### config.mk
export PLATFORM = sky130hd
export DESIGN_NAME = eth_status_poller_flat
export DESIGN_NICKNAME = d
export VERILOG_FILES = /design/src/rtl/eth_status_poller_if.sv /design/src/rtl/eth_status_poller.sv /design/src/flat_wrapper.sv
export SDC_FILE = /design/constraint.sdc
export NUM_CORES = 1
export LEC_CHECK = 0
export BUFFER_PORTS_ARGS = -buffer_cell sky130_fd_sc_hd__buf_2
export CELL_PAD_IN_SITES_DETAIL_PLACEMENT = 2
export CELL_PAD_IN_SITES_GLOBAL_PLACEMENT = 2
export CORE_MARGIN = 3
export CORE_UTILIZATION = 28
export CTS_CLUSTER_SIZE = 10
export DETAILED_ROUTE_END_ITERATION = 8
export HOLD_SLACK_MARGIN = 0.15
export PLACE_DENSITY_LB_ADDON = 0.1
export SYNTH_ARGS = -nofsm -noshare
export SYNTH_HDL_FRONTEND = slang
export SYNTH_SLANG_ARGS = --single-unit
### constraint.sdc
create_clock -name clk -period 5.5 [get_ports clk]
set_input_delay 0.825 -clock clk [delete_from_list [all_inputs] [get_ports clk]]
set_output_delay 0.825 -clock clk [all_outputs]
set_load 0.02 [all_outputs]
### src/rtl/eth_status_poller_if.sv
// AXI4-Lite read link between eth_status_poller (master) and the Ethernet status slave.
// Only the AR/R channels carry traffic; AW/W/B are present so the slave sees a complete port.
interface eth_status_poller_if;
  logic [31:0] M_AXI_ARADDR;
  logic        M_AXI_ARVALID;
  logic [2:0]  M_AXI_ARPROT;
  logic        M_AXI_ARREADY;
  logic [31:0] M_AXI_RDATA;
  logic [1:0]  M_AXI_RRESP;
  logic        M_AXI_RVALID;
  logic        M_AXI_RREADY;
  logic [31:0] M_AXI_AWADDR;
  logic [2:0]  M_AXI_AWPROT;
  logic        M_AXI_AWVALID;
  logic [31:0] M_AXI_WDATA;
  logic [3:0]  M_AXI_WSTRB;
  logic        M_AXI_WVALID;
  logic        M_AXI_BREADY;

  modport master (
    output M_AXI_ARADDR, M_AXI_ARVALID, M_AXI_ARPROT, M_AXI_RREADY,
    output M_AXI_AWADDR, M_AXI_AWPROT, M_AXI_AWVALID,
    output M_AXI_WDATA, M_AXI_WSTRB, M_AXI_WVALID, M_AXI_BREADY,
    input  M_AXI_ARREADY, M_AXI_RDATA, M_AXI_RRESP, M_AXI_RVALID
  );

  modport slave (
    input  M_AXI_ARADDR, M_AXI_ARVALID, M_AXI_ARPROT, M_AXI_RREADY,
    input  M_AXI_AWADDR, M_AXI_AWPROT, M_AXI_AWVALID,
    input  M_AXI_WDATA, M_AXI_WSTRB, M_AXI_WVALID, M_AXI_BREADY,
    output M_AXI_ARREADY, M_AXI_RDATA, M_AXI_RRESP, M_AXI_RVALID
  );
endinterface

### src/rtl/eth_status_poller.sv
// Periodic AXI4-Lite reader of the Ethernet PCS-alignment status register; drives status LEDs.
// Optional bus-hang detection is built when ETH_POLLER_TIMEOUT_EN is defined.
module eth_status_poller #(
  parameter int unsigned POLL_CYCLES    = 100000,
  parameter logic [31:0] STATUS_ADDR    = 32'h0000_0000,
  parameter int unsigned TIMEOUT_CYCLES = 1024
) (
  input  logic        clk,
  input  logic        resetn,
  input  logic        enable,
  output logic [31:0] status,
  output logic        status_valid,
  output logic        status_changed,
  output logic        rd_error,
  output logic [7:0]  err_count,
  output logic        bus_hung,
  output logic [3:0]  led_green_l,
  output logic [3:0]  led_orange_l,
  eth_status_poller_if.master axi
);

  typedef enum logic [1:0] {WAIT, ARV, RD} state_t;

  state_t      state;
  logic [31:0] wait_cnt;
  logic        arvalid;
  logic        rready;

  assign axi.M_AXI_ARADDR  = STATUS_ADDR;
  assign axi.M_AXI_ARVALID = arvalid;
  assign axi.M_AXI_ARPROT  = 3'b000;
  assign axi.M_AXI_RREADY  = rready;
  assign axi.M_AXI_AWADDR  = 32'h0;
  assign axi.M_AXI_AWPROT  = 3'b000;
  assign axi.M_AXI_AWVALID = 1'b0;
  assign axi.M_AXI_WDATA   = 32'h0;
  assign axi.M_AXI_WSTRB   = 4'h0;
  assign axi.M_AXI_WVALID  = 1'b0;
  assign axi.M_AXI_BREADY  = 1'b1;

  // Bits [1:0] are the per-lane alignment flags: green lit when aligned, orange when not.
  assign led_green_l  = status_valid ? {2'b11, ~status[1:0]} : 4'hF;
  assign led_orange_l = status_valid ? {2'b11,  status[1:0]} : 4'hF;

`ifdef ETH_POLLER_TIMEOUT_EN
  logic [31:0] hung_cnt;
`else
  logic unused_timeout;
  assign unused_timeout = (TIMEOUT_CYCLES != 0);
  assign bus_hung       = 1'b0;
`endif

  always_ff @(posedge clk) begin
    if (!resetn) begin
      state          <= WAIT;
      wait_cnt       <= 32'd0;
      arvalid        <= 1'b0;
      rready         <= 1'b0;
      status         <= 32'd0;
      status_valid   <= 1'b0;
      status_changed <= 1'b0;
      rd_error       <= 1'b0;
      err_count      <= 8'd0;
`ifdef ETH_POLLER_TIMEOUT_EN
      hung_cnt       <= 32'd0;
      bus_hung       <= 1'b0;
`endif
    end else begin
      status_changed <= 1'b0;
      rd_error       <= 1'b0;
      case (state)
        WAIT: begin
          if (wait_cnt != 32'd0) begin
            wait_cnt <= wait_cnt - 32'd1;
          end else if (enable) begin
            state   <= ARV;
            arvalid <= 1'b1;
          end
        end
        // Once ARVALID is up it stays up until accepted, whatever enable does.
        ARV: begin
          if (axi.M_AXI_ARREADY) begin
            arvalid <= 1'b0;
            rready  <= 1'b1;
            state   <= RD;
          end
        end
        RD: begin
          if (axi.M_AXI_RVALID) begin
            rready   <= 1'b0;
            wait_cnt <= POLL_CYCLES - 32'd1;
            state    <= WAIT;
            if (axi.M_AXI_RRESP == 2'b00) begin
              status         <= axi.M_AXI_RDATA;
              status_valid   <= 1'b1;
              status_changed <= (axi.M_AXI_RDATA != status) || !status_valid;
            end else begin
              rd_error <= 1'b1;
              if (err_count != 8'hFF)
                err_count <= err_count + 8'd1;
            end
          end
        end
        default: state <= WAIT;
      endcase
`ifdef ETH_POLLER_TIMEOUT_EN
      // The stalled transaction is only flagged, never abandoned, so the AXI handshake stays legal.
      if (state == WAIT || (state == ARV && axi.M_AXI_ARREADY) ||
          (state == RD && axi.M_AXI_RVALID)) begin
        hung_cnt <= 32'd0;
        bus_hung <= 1'b0;
      end else if (!bus_hung) begin
        hung_cnt <= hung_cnt + 32'd1;
        if (hung_cnt == TIMEOUT_CYCLES - 32'd1)
          bus_hung <= 1'b1;
      end
`endif
    end
  end

endmodule

### src/flat_wrapper.sv
// flat-port wrapper written by rule: the top's interface ports become plain ports
module eth_status_poller_flat 
#(
  parameter int unsigned POLL_CYCLES    = 100000,
  parameter logic [31:0] STATUS_ADDR    = 32'h0000_0000,
  parameter int unsigned TIMEOUT_CYCLES = 1024
)
  (clk, resetn, enable, status, status_valid, status_changed, rd_error, err_count, bus_hung, led_green_l, led_orange_l, axi_M_AXI_ARADDR, axi_M_AXI_ARVALID, axi_M_AXI_ARPROT, axi_M_AXI_RREADY, axi_M_AXI_AWADDR, axi_M_AXI_AWPROT, axi_M_AXI_AWVALID, axi_M_AXI_WDATA, axi_M_AXI_WSTRB, axi_M_AXI_WVALID, axi_M_AXI_BREADY, axi_M_AXI_ARREADY, axi_M_AXI_RDATA, axi_M_AXI_RRESP, axi_M_AXI_RVALID);
  eth_status_poller_if axi_i ();
  input  logic clk;
  input  logic resetn;
  input  logic enable;
  output logic [31:0] status;
  output logic status_valid;
  output logic status_changed;
  output logic rd_error;
  output logic [7:0] err_count;
  output logic bus_hung;
  output logic [3:0] led_green_l;
  output logic [3:0] led_orange_l;
  output wire logic [$bits(axi_i.M_AXI_ARADDR)-1:0] axi_M_AXI_ARADDR;
  output wire logic [$bits(axi_i.M_AXI_ARVALID)-1:0] axi_M_AXI_ARVALID;
  output wire logic [$bits(axi_i.M_AXI_ARPROT)-1:0] axi_M_AXI_ARPROT;
  output wire logic [$bits(axi_i.M_AXI_RREADY)-1:0] axi_M_AXI_RREADY;
  output wire logic [$bits(axi_i.M_AXI_AWADDR)-1:0] axi_M_AXI_AWADDR;
  output wire logic [$bits(axi_i.M_AXI_AWPROT)-1:0] axi_M_AXI_AWPROT;
  output wire logic [$bits(axi_i.M_AXI_AWVALID)-1:0] axi_M_AXI_AWVALID;
  output wire logic [$bits(axi_i.M_AXI_WDATA)-1:0] axi_M_AXI_WDATA;
  output wire logic [$bits(axi_i.M_AXI_WSTRB)-1:0] axi_M_AXI_WSTRB;
  output wire logic [$bits(axi_i.M_AXI_WVALID)-1:0] axi_M_AXI_WVALID;
  output wire logic [$bits(axi_i.M_AXI_BREADY)-1:0] axi_M_AXI_BREADY;
  input wire logic [$bits(axi_i.M_AXI_ARREADY)-1:0] axi_M_AXI_ARREADY;
  input wire logic [$bits(axi_i.M_AXI_RDATA)-1:0] axi_M_AXI_RDATA;
  input wire logic [$bits(axi_i.M_AXI_RRESP)-1:0] axi_M_AXI_RRESP;
  input wire logic [$bits(axi_i.M_AXI_RVALID)-1:0] axi_M_AXI_RVALID;
  assign axi_M_AXI_ARADDR = axi_i.M_AXI_ARADDR;
  assign axi_M_AXI_ARVALID = axi_i.M_AXI_ARVALID;
  assign axi_M_AXI_ARPROT = axi_i.M_AXI_ARPROT;
  assign axi_M_AXI_RREADY = axi_i.M_AXI_RREADY;
  assign axi_M_AXI_AWADDR = axi_i.M_AXI_AWADDR;
  assign axi_M_AXI_AWPROT = axi_i.M_AXI_AWPROT;
  assign axi_M_AXI_AWVALID = axi_i.M_AXI_AWVALID;
  assign axi_M_AXI_WDATA = axi_i.M_AXI_WDATA;
  assign axi_M_AXI_WSTRB = axi_i.M_AXI_WSTRB;
  assign axi_M_AXI_WVALID = axi_i.M_AXI_WVALID;
  assign axi_M_AXI_BREADY = axi_i.M_AXI_BREADY;
  assign axi_i.M_AXI_ARREADY = axi_M_AXI_ARREADY;
  assign axi_i.M_AXI_RDATA = axi_M_AXI_RDATA;
  assign axi_i.M_AXI_RRESP = axi_M_AXI_RRESP;
  assign axi_i.M_AXI_RVALID = axi_M_AXI_RVALID;
  eth_status_poller #(.POLL_CYCLES(POLL_CYCLES), .STATUS_ADDR(STATUS_ADDR), .TIMEOUT_CYCLES(TIMEOUT_CYCLES)) u_core (.clk(clk), .resetn(resetn), .enable(enable), .status(status), .status_valid(status_valid), .status_changed(status_changed), .rd_error(rd_error), .err_count(err_count), .bus_hung(bus_hung), .led_green_l(led_green_l), .led_orange_l(led_orange_l), .axi(axi_i));
endmodule
# Word-level counts from Yosys, hierarchy flattened
# Index checks and enable logic that the tools add are counted.
# totals
wordCells,56
register_bits,79
in_bits,39
out_inout_bits,163
# op_classes
addsub,2
n_bitwise,2
reduce_logical,16
n_eq_ne,9
muxes,18
# op_table
op,n
$mux 32,2
$pmux 32 s2,1
$ne 32x32->1,1
$reduce_bool 32->1,1
$sub 32x1->32 const B,1
$reduce_and 4->1,4
$mux 2,6
$reduce_and 3->1,4
$add 8x1->8 const B,1
$ne 2x2->1 const B,4
$ne 8x8->1 const B,1
$mux 1,6
$pmux 2 s3,1
$reduce_bool 2->1,3
$logic_not 2->1,2
$pmux 1 s2,2
$eq 2x1->1 const B,1
$eq 2x2->1 const B,1
$ne 2x1->1 const B,1
$not 2->2,1
$logic_not 1->1,1
$logic_or 1x1->1,1
$not 1->1,1

# Logic depth before layout (Yosys ltp)
# logic_depth
word_depth,3
depth_mapped,9
ltp_nobuf,7

# Worst setup path before layout
# No wires, ideal clock.
# synth_path
path_type,reg2reg
from,reg u_core.wait_cnt[0]
to,reg u_core.wait_cnt[22]
n_path_buf,0
setup_ns,0.070
stages_incl_launch_ff,8
required_ns,5.430
period_less_slack_ns,2.593
setup_slack_ns,2.907
arrival_ns,2.522
path_cell_list,dfxtp_1 -> inv_1 -> ha_1 -> or3b_2 -> or4_4 -> or4_4 -> or4_1 -> a21oi_1
# synth_between
elab_chain_len,3
word_cells_on_any_way,6
classes_between,1 x add/sub; 1 x eq/ne; 2 x mux; 2 x reduce/logical
# synth_lines
element,line,rtl
"start, declared",eth_status_poller.sv:25,logic [31:0] wait_cnt;
"start signal, assigned",eth_status_poller.sv:74,wait_cnt <= wait_cnt - 32'd1;
"start signal, assigned",eth_status_poller.sv:91,wait_cnt <= POLL_CYCLES - 32'd1;
$sub 32x1->32 / $reduce_bool 32->1 (equally long branches),"eth_status_poller.sv:74, eth_status_poller.sv:73",
$mux 32 / $ne 2x1->1 (equally long branches),-,
$pmux 32 s2 / $reduce_and 3->1 (equally long branches),-,
# Several ways; a longest one is shown, not always the timed one. The select of a mux whose other input is x is not followed.
# A chain may end at the register's enable or synchronous reset.

# Final worst setup path
# layout_path
from,reg u_core.wait_cnt[0]
to,reg u_core.wait_cnt[1]
# The elaborated chain is that of the path after synthesis.

==> summary.txt <==
Status
  • Outcome: finished clean

Global routing
  • Vias in the first global route: around 4200
  • Global Route Usage Sum: around 15%
  • Initial antenna violation count: 0
  • Grt ovf: 0
  • Largest net degree at the start of global routing: 62
  • Global-route wire length before repair: 22600 um

Clock network
  • CTS root buffer: clkbuf_16
  • Worst-case clock buffer depth: 2
  • CTS clock-pin slew for the worst setup and hold paths: roughly 60 ps
  • TritonCTS clock tree: done
  • Clock sinks: between 70 and 80
  • TritonCTS buffer count: 9
  • CTS-repair resized insts: 0
  • H-tree depth: 3
  • Clk Latency, worst-skew pair: 340 ps
  • Cts hold-fix bufs: 0
  • Post-CTS Setup Bufs: 0

STA
  • Clock skew: roughly 11 ps
  • Fin crit share: 60.5%
  • Final hold vios: 0
  • Final min period: around 3300 ps
  • RSZ-0062 raised after global routing: no
  • Fmax: 0.301 GHz
  • Worst Tran Pin Value: roughly 800 ps
  • Finish-stage setup viols: 0
  • Setup TNS Final: 0 ps
  • Relative slew slack: a little under half
  • Slew Viols, Final: 0

Worst hold path
  • Hold path start: u_core.status[31]$_SDFFE_PN0P_
  • HP Class: register to register

Worst setup path
  • Slowest CP cell: nor4_4
  • Crit path required time: approximately 5700 ps
  • Setup crit start: u_core.wait_cnt[0]$_SDFFE_PN0P_
  • Worst setup EP type: register
  • FF-to-FF Start: u_core.wait_cnt[0]$_SDFFE_PN0P_
  • Max incr delay on CP: slightly above 700 ps
  • Worst Setup Start Kind: register
  • CP max FO: 26
  • Crit path max-delay family: simple AND/OR/NAND/NOR gates
  • Buf/Inv on CP: 2
  • Critical Path, Cell by Cell: inv_1 > ha_1 > or3b_2 > or4_4 > nor4_4 > buf_4 > nor2_1 > o311a_1
  • WP data arrival: roughly 3600 ps
  • Type of the worst setup path: register to register

Routing
  • Routed WL per cell: approximately 17 um
  • WL met2: slightly above 7000 um
  • DRC: 0
  • Iter 0 DRT Violations: between 100 and 150
  • DR WL met3: 906 um
  • Vias post-DR: 4104
  • DR top layer: met4
  • Total wire length: 14500 um
  • Number of antenna-violating nets in the routed design: 0
  • First-pass iteration count of the detailed router: 4
  • Via density: approximately 4.7
  • DRT met1 WL: 6350 um

Synthesis
  • Synth unique cells: 42
  • Yosys warnings: 0
  • Number of flops mapped to enable cells by yosys: 0
  • Cell accounting for the most synthesized area: dfxtp_1
  • Mapped Avg Cell Area: approximately 8 um2
  • Synth top area cells: dfxtp_1, buf_4, nand2_1
  • Asr flop ratio synth: 0%
  • Sequential area share after synthesis: between 30% and 40%
  • Yosys reg bits: 79
  • Most used DFF post-synth: dfxtp_1
  • Yosys top cell area share: 33.9%
  • Mapped cell area: 0.00466 mm2
  • Gate Count Post-Synth: 581

Final layout
  • Diodes inserted: 0
  • Final #Nets: approximately 700
  • Area grow syn2layout: 11.0%
  • Layout cells sized above 1: a little under a fifth
  • Fillers: about 1900
  • Fin area: about 0.0052 mm2
  • Most frequent cells in the layout: conb_1, buf_2, nand2_1, dfxtp_1, a21oi_1
  • Commonest non-fill, non-tap cell in the layout: conb_1

Floorplan
  • Die height: around 140 um
  • Die area: about 0.018 mm2
  • Row cnt: 46
  • Starting Density: roughly 29%
  • Die width: 135 um
  • Boundary pin count: around 200
  • Core ar.: 0.0161 mm2

Flow run
  • Max cap viols: 0

Place
  • Post-place instance area: between 0.004 and 0.005 mm2
  • Placer Congestion: between 0.7 and 0.8
  • Detail Placement HPWL: 10900 um
  • Number of port buffers: slightly below 90

Power and ir drop
  • Total power: roughly 2.0 mW
  • Power Density: around 390 mW/mm2
  • Leakage: 2.21 nW
  • Worst ir drop on vdd: 0.168 mV
flip-flops by register name (all words and copies together), names as in the netlist, 2 cells and up:
signal / flops
u_core.err_count: 8
u_core.wait_cnt: 32
u_core.status: 32
u_core.state: 2
report_power, final:
| part | switching [mW] | total, mW | internal (mW) |
|---|---|---|---|
| combinational | 0.467 | 0.702 | 0.235 |
| sequential | 0.0597 | 0.691 | 0.631 |
| clock | 0.255 | 0.612 | 0.357 |
cells in the mapped netlist, types with 2 or more instances:
| master | instances |
|---|---|
| a31oi_1 | 11 |
| inv_1 | 7 |
| or4_4 | 2 |
| o31ai_1 | 14 |
| or2_2 | 6 |
| nor2_1 | 25 |
| mux2i_1 | 4 |
| dfxtp_1 | 79 |
| buf_4 | 116 |
| or4_1 | 23 |
| xor2_1 | 22 |
| or3_1 | 22 |
| conb_1 | 2 |
| nand2b_1 | 3 |
| ha_1 | 2 |
| buf_2 | 3 |
| clkbuf_1 | 19 |
| nand3b_1 | 2 |
| nand4_1 | 5 |
| o21ai_0 | 10 |
| nor4b_1 | 2 |
| nand3_1 | 9 |
| nor3_1 | 17 |
| a211oi_1 | 4 |
| a21oi_1 | 52 |
| o41ai_1 | 2 |
| xnor2_1 | 17 |
| nand2_1 | 79 |
| nor4_1 | 9 |
through the flow:
| step | setup slack [ps] | hold slack [ps] | util (%) | instances |
|---|---|---|---|---|
| final | 2170 | 484 | 32.2 | 878 |
| after global routing | 1990 | 508 | 32.2 | 878 |
| after CTS | 2170 | 488 | 32.2 | 878 |
| after detailed placement | 2190 | 479 | 30.3 | 862 |
| after global placement | 2350 | 460 | 30.3 | 862 |
| after floorplan | 2910 | 446 | - | 693 |
cell families (layout without fill, tap and decap cells):
| group | after synthesis | in the layout | synth area share, % |
|---|---|---|---|
| compound gates | 99 | 99 | 12.6 |
| xor+xnor | 39 | 39 | 7.33 |
| fa+ha+maj | 2 | 2 | 0.537 |
| buf+inv | 146 | 115 | 21.2 |
| flops | 79 | 79 | 33.9 |
| mux | 4 | 4 | 0.859 |
| other cells | 2 | 114 | 0.161 |
| simple gates | 210 | 210 | 23.4 |
layer usage:
| metal | GRT usage [%] | vias to the layer above |
|---|---|---|
| met1 | 19.1 | 2009 |
| met3 | 3.20 | 12 |
| met2 | 27.2 | 133 |
| met4 | 4.37 | 0 |
| li1 | - | 1950 |
| met5 | 0 | - |
worst min-delay path, cell delays in order, from the launching register on:
cell and delay (ps):
dfxtp_1 330, nand2_1 60, a21oi_1 50
cell type report:
cell class	instances	area (um2)	area share, %
inverter	7	26.3	0.508
tap	216	270	5.23
timing repair buffer	92	473	9.15
clock buffer	13	280	5.42
clock inverter	3	23.8	0.460
sequential	79	1580	30.6
multi-input combinational	468	2520	48.7
path summary, 6_finish.rpt:
kind	endpoint	slack [ps]	cells past startpoint
max	u_core.wait_cnt[1]$_SDFFE_PN0P_	2170	8
max reg2reg	u_core.wait_cnt[1]$_SDFFE_PN0P_	2170	8
min	u_core.status[31]$_SDFFE_PN0P_	480	2
min reg2reg	u_core.status[31]$_SDFFE_PN0P_	480	2
No activity file was read; power rests on OpenSTA's default activity.
